## config.mk

```make
export PLATFORM = sky130hd
export DESIGN_NAME = score_digit_renderer
export DESIGN_NICKNAME = d
export VERILOG_FILES = /design/src/rtl/score_digit_renderer.sv
export SDC_FILE = /design/constraint.sdc
export NUM_CORES = 1
export LEC_CHECK = 0
export BUFFER_PORTS_ARGS = -buffer_cell sky130_fd_sc_hd__buf_2
export CAP_MARGIN = 20
export CORE_ASPECT_RATIO = 1.5
export CORE_MARGIN = 2
export CORE_UTILIZATION = 30
export DETAILED_ROUTE_END_ITERATION = 10
export GPL_TIMING_DRIVEN = 0
export SLEW_MARGIN = 0
export SYNTH_ARGS = -nofsm -noshare
export SYNTH_HDL_FRONTEND = slang
export SYNTH_SLANG_ARGS = --single-unit
```

## constraint.sdc

```tcl
create_clock -name Clk -period 3.85 [get_ports Clk]
set_clock_uncertainty 0.15 [all_clocks]
set_input_delay 0.77 -clock Clk [delete_from_list [all_inputs] [get_ports Clk]]
set_output_delay 0.77 -clock Clk [all_outputs]
set_load 0.1 [all_outputs]
```

## src/rtl/score_digit_renderer.sv

```systemverilog
// Score digit renderer: serial double-dabble of the game score once per frame,
// then a two-stage glyph ROM lookup that yields a registered pixel_on.
module score_digit_renderer #(
  parameter int DIGITS     = 4,
  parameter int SCORE_W    = 14,
  parameter int X0         = 16,
  parameter int Y0         = 8,
  parameter int LEAD_BLANK = 1
) (
  input  logic               Clk,
  input  logic               Reset_n,
  input  logic               frame_start,
  input  logic [SCORE_W-1:0] score,
  input  logic [9:0]         DrawX,
  input  logic [9:0]         DrawY,
  output logic [7:0]         rom_addr,
  input  logic [7:0]         rom_data,
  output logic               pixel_on,
  output logic               busy
);

  localparam int BW = 4 * DIGITS;
  localparam int CW = $clog2(SCORE_W + 1);
  localparam logic [31:0] MAXV = 32'(10 ** DIGITS - 1);
  localparam logic [SCORE_W-1:0] MAXS = MAXV[SCORE_W-1:0];

  localparam logic [1:0] S_IDLE = 2'd0;
  localparam logic [1:0] S_CONV = 2'd1;
  localparam logic [1:0] S_LOAD = 2'd2;

  logic [1:0]         r_state;
  logic [CW-1:0]      r_cnt;
  logic [SCORE_W-1:0] r_shift;
  logic [BW-1:0]      r_bcd;
  logic [BW-1:0]      r_disp;
  logic [SCORE_W-1:0] w_cap;
  logic [BW-1:0]      w_adj;

  always_comb begin
    w_cap = score;
    if (32'(score) > MAXV) w_cap = MAXS;
  end

  always_comb begin
    w_adj = r_bcd;
    for (int i = 0; i < DIGITS; i++) begin
      if (r_bcd[4*i +: 4] >= 4'd5)
        w_adj[4*i +: 4] = r_bcd[4*i +: 4] + 4'd3;
    end
  end

  always_ff @(posedge Clk or negedge Reset_n) begin
    if (!Reset_n) begin
      r_state <= S_IDLE;
      r_cnt   <= '0;
      r_shift <= '0;
      r_bcd   <= '0;
      r_disp  <= '0;
    end else begin
      unique case (r_state)
        S_IDLE: begin
          if (frame_start) begin
            r_shift <= w_cap;
            r_bcd   <= '0;
            r_cnt   <= '0;
            r_state <= S_CONV;
          end
        end
        S_CONV: begin
          r_bcd   <= {w_adj[BW-2:0], r_shift[SCORE_W-1]};
          r_shift <= r_shift << 1;
          r_cnt   <= r_cnt + CW'(1);
          if (r_cnt == CW'(SCORE_W - 1)) r_state <= S_LOAD;
        end
        S_LOAD: begin
          r_disp  <= r_bcd;
          r_state <= S_IDLE;
        end
        default: r_state <= S_IDLE;
      endcase
    end
  end

  assign busy = (r_state == S_CONV);

  logic [9:0] w_dx;
  logic [3:0] w_row;
  logic [6:0] w_idx;
  logic [2:0] w_col;
  logic       w_in;
  logic [3:0] w_dig;
  logic       w_bsel;
  logic       w_zero;

  // Range checks come first so DrawX < X0 never wraps into the field.
  assign w_in = (DrawX >= 10'(X0)) && (DrawX < 10'(X0 + 8 * DIGITS))
             && (DrawY >= 10'(Y0)) && (DrawY < 10'(Y0 + 16));
  assign w_dx  = DrawX - 10'(X0);
  assign w_row = DrawY[3:0] - 4'(Y0);
  assign w_idx = w_dx[9:3];
  assign w_col = w_dx[2:0];

  always_comb begin
    w_dig  = '0;
    w_bsel = 1'b0;
    w_zero = 1'b1;
    for (int i = 0; i < DIGITS; i++) begin
      w_zero = w_zero & (r_disp[4*(DIGITS-1-i) +: 4] == 4'd0);
      if (w_idx == 7'(i)) begin
        w_dig  = r_disp[4*(DIGITS-1-i) +: 4];
        w_bsel = (LEAD_BLANK != 0) && (i != DIGITS - 1) && w_zero;
      end
    end
  end

  logic [2:0] r_col;
  logic       r_vis;

  always_ff @(posedge Clk or negedge Reset_n) begin
    if (!Reset_n) begin
      rom_addr <= '0;
      r_col    <= '0;
      r_vis    <= 1'b0;
      pixel_on <= 1'b0;
    end else begin
      if (w_in) rom_addr <= {w_dig, w_row};
      r_col    <= w_col;
      r_vis    <= w_in & ~w_bsel;
      pixel_on <= r_vis & rom_data[3'd7 - r_col];
    end
  end

endmodule

```

==> out/qor.csv, run 1 <==
stage,metric,value,unit
critical_path,start_kind,flip-flop,
clocking,clk_latency,320,ps
synthesis,ys.flop_type,dfrtp_1,
finish,diodes,0,
drt,wire_per_inst,13.9,µm
sta,relSlewSlack,45.0,%
clocking,cts_hold_buffers,0,
critical_path,required,2930,ps
power,powerDensity,752,nW/µm²
critical_path,end_kind,output pin,
floorplan,core_area,10200,µm²
synthesis,syn_area,3150,µm²
synthesis,synth-compound-area-share,16.3,%
synthesis,ys_warn_count,0,
synthesis,synth-xor-area-share,2.22,%
synthesis,muxShareOfSynthArea,10.7,%
sta,post-route-period-util,82.6,%
finish,area_delta_synth_final,22.9,%
synthesis,ys_ff_latch,65,
clocking,cts_made_buffers,9,
sta,fmax,0.315,GHz
place,port_buffers,53,
clocking,clock_sinks,65,
synthesis,synth_edf_count,0,
floorplan,die-area,11400,µm²
place,detailedPlace.worstSlack,996,ps
sta,drv_slew,0,
clocking,clk_pin_slew,50,ps
place,dp_hpwl,4930,µm
synthesis,synthAdderAreaFrac,5.16,%
sta,finalSetupTns,0,ps
floorplan,dieHeight,130,µm
power,vdd_drop_max,0.458,mV
critical_path,worst-path-max-fanout,10,
synthesis,synth.avg_cell_area,11.3,µm²
synthesis,synth_cell_types,43,
drt,vias_per_cell,4.91,
worst_hold_path,holdPathStages,1,
place,gp_congestion,0.791,
sta,setup_viol,0,
global_route,grt.overflow.total,0,
sta,worstMarginPinSlew,825,ps
clocking,cts_resized,0,
finish,mostFrequentLayoutCell,dfrtp_1,
drt,routed_wl,6790,µm
drt,first_iter_violations,136,
sta,setup_slack,671,ps
power,p_leak,0.00184,µW
finish,final_cell_count_no_fill,487,
outcome,status,"complete, no violations",
drt,route.detailed.drc,0,
finish,final_cell_mix,"65 x dfrtp_1, 52 x buf_2, 25 x inv_1, 19 x o21ai_0, 17 x nand2_1",
clocking,htree_levels,3,
sta,hold_viol_final,0,
clocking,cts_buffer_depth,2,
finish,drive_above_1_share,25.4,%
sta,min_period,3180,ps
synthesis,seq_area_frac_synth,51.6,%
drt,vias,2391,
clocking,cts_tree,yes,
drt,ant_nets,0,
clocking,root_buffer,clkbuf_16,
floorplan,io_pins,55,
synthesis,synth-simple-area-share,9.13,%
critical_path,path_class,reg2out,
global_route,grt_pass1_vias,2429,
worst_hold_path,min_path_type,reg2reg,
finish,finish.utilization,38.0,%
critical_path,critPathArrivalTime,2260,ps
critical_path,reg2reg_depth,5,
synthesis,syn-num-nets,336,
synthesis,synth-async-reset-ratio,100,%
floorplan,die_w,87.7,µm
synthesis,synthCells,278,
synthesis,synth_top_family_by_area,compound AO/OA/AOI/OAI gates,
global_route,grt_pass1_wl,11500,µm
place,place_inst,472,
clocking,post_cts_buffers,0,
finish,final_nets,400,
drt,first_pass_iters,5,
floorplan,start_util,30.9,%
global_route,antenna_found_initial,0,
global_route,grtUsageTotal,13.0,%
floorplan,num_rows,45,
job,maxCapViolations,0,
sta,rsz0062_at_grt,no,
global_route,grt_max_degree,66,
==> layer usage <==
metal  wire length (µm)  global-route usage, %
met2               3400                   22.1
met5                  0                      0
met4                153                   5.70
met3                311                   3.25
met1               2930                   15.4
==> critical path: stages, from the launching register on <==
cell      delay [ps]
dfrtp_1          430
nand2b_1         260
clkinv_1         220
clkbuf_1         490
buf_2            540
==> stage by stage <==
stage	area, µm²	hold WS [ps]	power, µW
after floorplan	3150	289	1880
after global placement	3590	299	2130
after detailed placement	3600	305	2170
after CTS	3870	317	2950
after global routing	3870	343	3140
final	3870	312	2920
==> power by group <==
part	internal (µW)	switching, µW	leakage [µW]
Clock	494	272	0.000139
Combinational	462	551	0.000889
Sequential	942	194	0.000816
==> kinds of logic (layout without fill, tap and decap cells) <==
logic type      after synthesis  after routing
compound gates               76             76
xor+xnor                      8              8
fa+ha+maj                    13             13
buf+inv                      39            107
flops                        65             65
mux                          23             23
simple gates                 54             54
==> flip-flops by register name (all words and copies together), names as in the netlist <==
name / count
r_bcd: 16
r_disp: 16
r_shift: 14
rom_addr: 8
r_cnt: 4
r_col: 3
r_state: 2
pixel_on: 1
r_vis: 1
==> synthesized netlist by cell type (all sizes together) (6+ instances only) <==
library cell,n,area share (%)
nand2,17,2.0
dfrtp,65,52
inv,25,3.0
o21ai,20,3.3
clkbuf,12,1.4
mux4,6,4.8
ha,13,5.2
o22ai,11,2.2
mux2,14,5.0
nor4,6,1.2
nor2,9,1.1
a21oi,14,2.3
nand2b,8,1.6
==> worst paths after layout <==
check	from	endpoint	slack, ps
worst max-delay path	r_state[1]	busy	670
worst min-delay path	r_vis	pixel_on	310
worst max register to register	r_state[1]	r_shift[11]	1830
worst min register to register	r_vis	pixel_on	310
max in group asynchronous	Reset_n	r_bcd[8]	2620
min in group asynchronous	Reset_n	rom_addr[2]	400
==> final cells by class <==
cell class,instances,area [µm²]
clock inverter,4,45.0
timing repair buffer,53,268
inverter,26,97.6
clock buffer,11,233
multi-input combinational,174,1370
fill,1022,6320
tap,141,176
sequential,65,1630
buffer,13,56.3
Power figures use the tool's default switching activity.
==> inputs of run 2 (changes only) <==
clock period = 2.8 ns   (was 3.85 ns; I/O delays follow)
==> out/qor.csv, run 2 (same netlist as run 1, synthesis figures left out) <==
stage,metric,value,unit,change
clocking,cts_buffer_depth,2,,unchanged
critical_path,crit_family,buffers and inverters,,
finish,finish.utilization,38.0,%,about the same
finish,diodes,0,,unchanged
critical_path,end_kind,output pin,,
critical_path,cp_num_buf_inv,2,,-1
critical_path,rr_endpoint,r_shift[8],,
finish,final_cell_mix,"65 x dfrtp_1, 51 x buf_2, 25 x inv_1, 19 x o21ai_0, 17 x nand2_1",,
critical_path,rrSetupSlack,920,ps,-910 ps
floorplan,io_pins,55,,unchanged
place,port_buffers,53,,unchanged
critical_path,regToRegStartpoint,r_state[1],,
floorplan,die_w,87.7,µm,unchanged
critical_path,crit_path_top_delay_cell,dfrtp_1,,
drt,ant_nets,0,,unchanged
finish,reg.largest.list,"r_bcd: 16 flops, r_disp: 16 flops, r_shift: 14 flops",,
power,powerDensity,1030,nW/µm²,+37%
sta,setup_viol,0,,unchanged
worst_hold_path,min_path_type,in2async,,
global_route,antenna_found_initial,0,,unchanged
sta,drv_slew,0,,unchanged
clocking,clk_latency,320,ps,about the same
global_route,grt.overflow.total,0,,unchanged
place,detailedPlace.worstSlack,156,ps,-840 ps
floorplan,num_rows,45,,unchanged
outcome,status,"complete, no violations",,
sta,relSlewSlack,45.0,%,about the same
place,dp_hpwl,4930,µm,unchanged
drt,routed_wl,6740,µm,-0.72%
floorplan,dieHeight,130,µm,unchanged
clocking,cts_made_buffers,9,,unchanged
drt,first_iter_violations,121,,-11%
global_route,grt_max_degree,66,,unchanged
clocking,cts_hold_buffers,0,,unchanged
clocking,cts_tree,yes,,
finish,mostFrequentLayoutCell,dfrtp_1,,
critical_path,path_cells,"nand2b_1, clkinvlp_4, buf_4",,
power,vdd_drop_max,0.642,mV,+40%
clocking,htree_levels,3,,unchanged
floorplan,start_util,30.9,%,unchanged
job,maxCapViolations,0,,unchanged
finish,area_delta_synth_final,23.0,%,about the same
critical_path,path_class,reg2out,,
floorplan,die-area,11400,µm²,unchanged
power,p_leak,0.00184,µW,about the same
drt,vias,2363,,-1.2%
finish,finalInstanceArea,3880,µm²,about the same
finish,drive_above_1_share,25.8,%,+0.36 points
sta,finalSetupTns,0,ps,unchanged
global_route,grtUsageTotal,12.9,%,-0.12 points
sta,min_period,2500,ps,
drt,wire_per_inst,13.9,µm,-0.52%
clocking,root_buffer,clkbuf_16,,
critical_path,required,2090,ps,-840 ps
critical_path,reg2reg_depth,4,,-1
sta,post-route-period-util,89.3,%,
global_route,grt_pass1_vias,2454,,+1.0%
finish,final_nets,399,,-0.25%
clocking,clock_sinks,65,,unchanged
drt,vias_per_cell,4.86,,-0.97%
critical_path,worst-path-max-fanout,18,,+8
sta,rsz0062_at_grt,no,,
critical_path,crit_path_max_incr_delay,420,ps,-120 ps
place,gp_congestion,0.791,,unchanged
critical_path,critPathArrivalTime,1790,ps,-470 ps
global_route,grt_pass1_wl,11400,µm,-0.78%
drt,first_pass_iters,4,,-1
clocking,clk_pin_slew,50,ps,about the same
drt,route.detailed.drc,0,,unchanged
sta,setup_slack,299,ps,-372 ps
critical_path,start_kind,flip-flop,,
sta,fmax,0.400,GHz,
sta,worstMarginPinSlew,825,ps,-0.117 ps
floorplan,core_area,10200,µm²,unchanged
sta,hold_viol_final,0,,unchanged
place,dpl-instance-area,3600,µm²,unchanged
[run 2: changes by cell type in the layout (fill, tap and decap cells not counted)]
cell / change
clkinvlp_4: +1
buf_2: -1
clkbuf_1: -1
buf_4: +1
clkinv_1: -1
[run 2: worst register-to-register path: cells and delay by family, from the launching register on]
kind	cells	cell delay, ps
simple gates	1	450
flops	1	430
compound gates	2	540
buf+inv	1	180
[run 2: area by class of cell]
cell class,instances,area [µm²]
buffer,12,52.6
clock buffer,11,233
clock inverter,4,45.0
fill,1019,6310
inverter,26,101
multi-input combinational,174,1370
sequential,65,1630
tap,141,176
timing repair buffer,53,270
[run 2: metal layers]
metal  global-route usage (%)  vias up  wire, µm
met3                     3.25        4       263
met2                     22.1       65      3480
met1                     15.1     1151      2940
met5                        0        -         0
met4                     5.70        0        61
li1                         -     1143         -
[run 2: what timing repair did]
item / 4_1_cts / 5_1_grt
gates resized for setup: 1 / 1
setup buffers: 0 / 0
pin swaps: 0 / 0
setup endpoints to repair: 1 / 1
hold endpoints to repair: 0 / 0
[run 2: how the worst max path moves through the flow]
| stage | slack [ps] | cells after the start | end | startpoint |
|---|---|---|---|---|
| floorplan | 320 | 3 | busy | r_state[1] |
| global placement | 140 | 4 | busy | r_state[1] |
| detailed placement | 160 | 4 | busy | r_state[1] |
| CTS | 110 | 3 | busy | r_state[1] |
| global route | 160 | 3 | busy | r_state[1] |
| finish | 300 | 3 | busy | r_state[1] |
[run 2: power breakdown]
group / switching [µW] / internal (µW)
Combinational: 752 / 639
Clock: 374 / 679
Sequential: 267 / 1300
Total: 1390 / 2610
[run 2: stage by stage]
step | total power (µW) | instances | hold slack (ps)
after CTS | 4050 | 486 | 199
after detailed placement | 2980 | 472 | 305
after global placement | 2930 | 472 | 299
after floorplan | 2590 | 278 | 114
after global routing | 4320 | 486 | 199
final | 4000 | 486 | 185
==> inputs of run 3 (changes only) <==
ABC_AREA = 1   (was unset)
==> out/qor.csv, run 3 <==
stage,metric,value,unit,change
outcome,status,"complete, no violations",,
clocking,htree_levels,3,,unchanged
critical_path,path_class,reg2out,,
drt,first_pass_iters,4,,unchanged
synthesis,synth_commonest_cells,"80 x nand2_1, 65 x dfrtp_1, 35 x nand3_1",,
clocking,clk_pin_slew,50,ps,about the same
finish,drive_above_1_share,23.1,%,-2.7 points
floorplan,core_area,11000,µm²,+7.9%
job,maxCapViolations,0,,unchanged
synthesis,ys_ff_latch,65,,unchanged
floorplan,die-area,12100,µm²,+6.3%
power,p_leak,0.00204,µW,+11%
drt,vias_per_cell,4.77,,-1.9%
synthesis,synth.avg_cell_area,8.53,µm²,-25%
drt,wire_per_inst,12.6,µm,-9.0%
place,dp_hpwl,5750,µm,+17%
drt,vias,2913,,+23%
drt,first_iter_violations,130,,+7.4%
clocking,clk_latency,330,ps,about the same
sta,min_period,2650,ps,+148 ps
critical_path,worst-path-max-fanout,10,,-8
power,vdd_drop_max,0.524,mV,-18%
synthesis,ys.flop_type,dfrtp_1,,
sta,hold_viol_final,0,,unchanged
global_route,grt.overflow.total,0,,unchanged
finish,final_cell_mix,"80 x nand2_1, 65 x dfrtp_1, 56 x buf_2, 35 x nand3_1, 33 x o21ai_0",,
clocking,root_buffer,clkbuf_16,,
synthesis,synthTopCellsByArea,"dfrtp_1 48%, nand2_1 8.9%, nand3_1 5.2%, o21ai_0 4.9%, ha_1 4.8%",,
finish,final_cell_count_no_fill,611,,+26%
sta,finalSetupTns,0,ps,unchanged
synthesis,synth_top_area_cell,dfrtp_1,,
worst_hold_path,min_path_type,in2async,,
finish,finish.utilization,37.4,%,-0.60 points
finish,mostFrequentLayoutCell,nand2_1,,
global_route,grt_max_degree,66,,unchanged
global_route,antenna_found_initial,0,,unchanged
synthesis,ys_warn_count,0,,unchanged
power,powerDensity,992,nW/µm²,-3.9%
floorplan,dieHeight,134,µm,+3.1%
sta,rsz0062_at_grt,no,,
synthesis,seq_area_frac_synth,48.4,%,-3.2 points
floorplan,start_util,30.6,%,-0.38 points
drt,routed_wl,7710,µm,+14%
place,port_buffers,54,,+1.9%
floorplan,io_pins,55,,unchanged
critical_path,start_kind,flip-flop,,
clocking,cts_buffer_depth,2,,unchanged
sta,setup_viol,0,,unchanged
critical_path,startpoint,r_state[0],,
clocking,post_cts_buffers,0,,unchanged
drt,ant_nets,0,,unchanged
critical_path,rrSetupSlack,1100,ps,+180 ps
synthesis,synth_edf_count,0,,unchanged
finish,diodes,0,,unchanged
floorplan,num_rows,47,,+4.4%
clocking,clock_sinks,65,,unchanged
global_route,grt_pass1_wl,13300,µm,+16%
finish,reg.largest.list,"r_bcd: 16 flops, r_disp: 16 flops, r_shift: 14 flops",,
critical_path,end_kind,output pin,,
synthesis,synth-async-reset-ratio,100,%,unchanged
floorplan,die_w,90.4,µm,+3.1%
critical_path,required,2090,ps,about the same
sta,relSlewSlack,45.8,%,+0.79 points
synthesis,synth_cell_types,37,,-14%
clocking,cts_tree,yes,,
drt,route.detailed.drc,0,,unchanged
critical_path,critPathArrivalTime,1940,ps,+150 ps
clocking,cts_hold_buffers,0,,unchanged
synthesis,syn_area,3360,µm²,+6.6%
power,fin_total_pwr,4090,µW,+2.0%
synthesis,syn-num-nets,452,,+35%
sta,worstMarginPinSlew,813,ps,-11.8 ps
finish,final_nets,517,,+30%
sta,fmax,0.377,GHz,-5.6%
sta,drv_slew,0,,unchanged
place,gp_congestion,0.785,,-0.78%
synthesis,post-synth-top-count-cell,nand2_1,,
synthesis,yosysTopAreaCellShare,48.4,%,-3.2 points
global_route,grtUsageTotal,13.7,%,+0.80 points
place,place_inst,595,,+26%
global_route,grt_pass1_vias,2881,,+17%
clocking,cts_made_buffers,9,,unchanged
critical_path,regToRegStartpoint,r_state[1],,
sta,post-route-period-util,94.6,%,+5.3 points
synthesis,synthCells,394,,+42%
finish,area_delta_synth_final,22.5,%,
==> run 3: cell count changes after synthesis, sizes merged, moves of 8 or more <==
| cell | delta |
|---|---|
| clkbuf | -9 |
| inv | +17 |
| mux2 | -14 |
| nand2 | +67 |
| nand2b | -8 |
| nand3 | +34 |
| nor2 | +19 |
| o21ai | +29 |
==> run 3: area by class of cell <==
| cell class | count | area [µm²] |
|---|---|---|
| fill | 1151 | 6880 |
| sequential | 65 | 1630 |
| multi-input combinational | 275 | 1510 |
| timing repair buffer | 54 | 275 |
| clock buffer | 11 | 243 |
| tap | 147 | 184 |
| inverter | 43 | 161 |
| buffer | 11 | 65.1 |
| clock inverter | 5 | 55.1 |
==> run 3: metal layers <==
| layer | track usage [%] | share of wire (%) | vias to the layer above |
|---|---|---|---|
| met1 | 15.9 | 43 | 1352 |
| li1 | - | - | 1468 |
| met2 | 24.6 | 50 | 80 |
| met3 | 3.22 | 4.9 | 13 |
| met4 | 4.87 | 1.8 | 0 |
| met5 | 0 | 0 | - |
==> run 3: timing repair <==
action / in CTS / in global routing
endpoints found under the setup margin: 0 / 1
endpoints found under the hold margin: 0 / 0
gates resized for setup: 0 / 1
==> run 3: report_power, final <==
part | internal [µW] | switching [µW]
clock | 709 | 394
combinational | 545 | 928
sequential | 1290 | 221
==> run 3: kinds of logic (layout without fill, tap and decap cells) <==
kind of cell	Yosys count	after routing	synth area share, %
AO/OA/AOI/OAI	86	86	14.7
XOR/XNOR	3	3	0.782
adder cells (fa/ha/maj)	13	13	4.84
buffers and inverters	54	124	6.74
flip-flops	65	65	48.4
multiplexers	2	2	0.596
AND/OR/NAND/NOR	171	171	23.9
==> run 3: through the flow <==
stage | hold slack [ps] | instance area, µm² | worst slack, ps
2_1_floorplan | 114 | 3360 | 777
3_3_place_gp | 302 | 3810 | 431
3_5_place_dp | 304 | 3820 | 410
4_1_cts | 198 | 4120 | 43.2
5_1_grt | 201 | 4120 | 57.2
6_report | 181 | 4120 | 151
==> run 3: worst paths after layout <==
check | end | cells past startpoint
setup / recovery | busy | 5
hold / removal | rom_addr[3] | 1
setup reg to reg | r_shift[9] | 8
hold reg to reg | rom_addr[0] | 2
max in group asynchronous | r_shift[10] | 1
min in group Clk | r_col[1] | 1
==> run 3: worst max-delay path: stages, from the launching register on <==
cell	delay, ps
dfrtp_1	420
inv_2	60
nor2_2	180
buf_2	260
buf_2	300
clkbuf_4	390
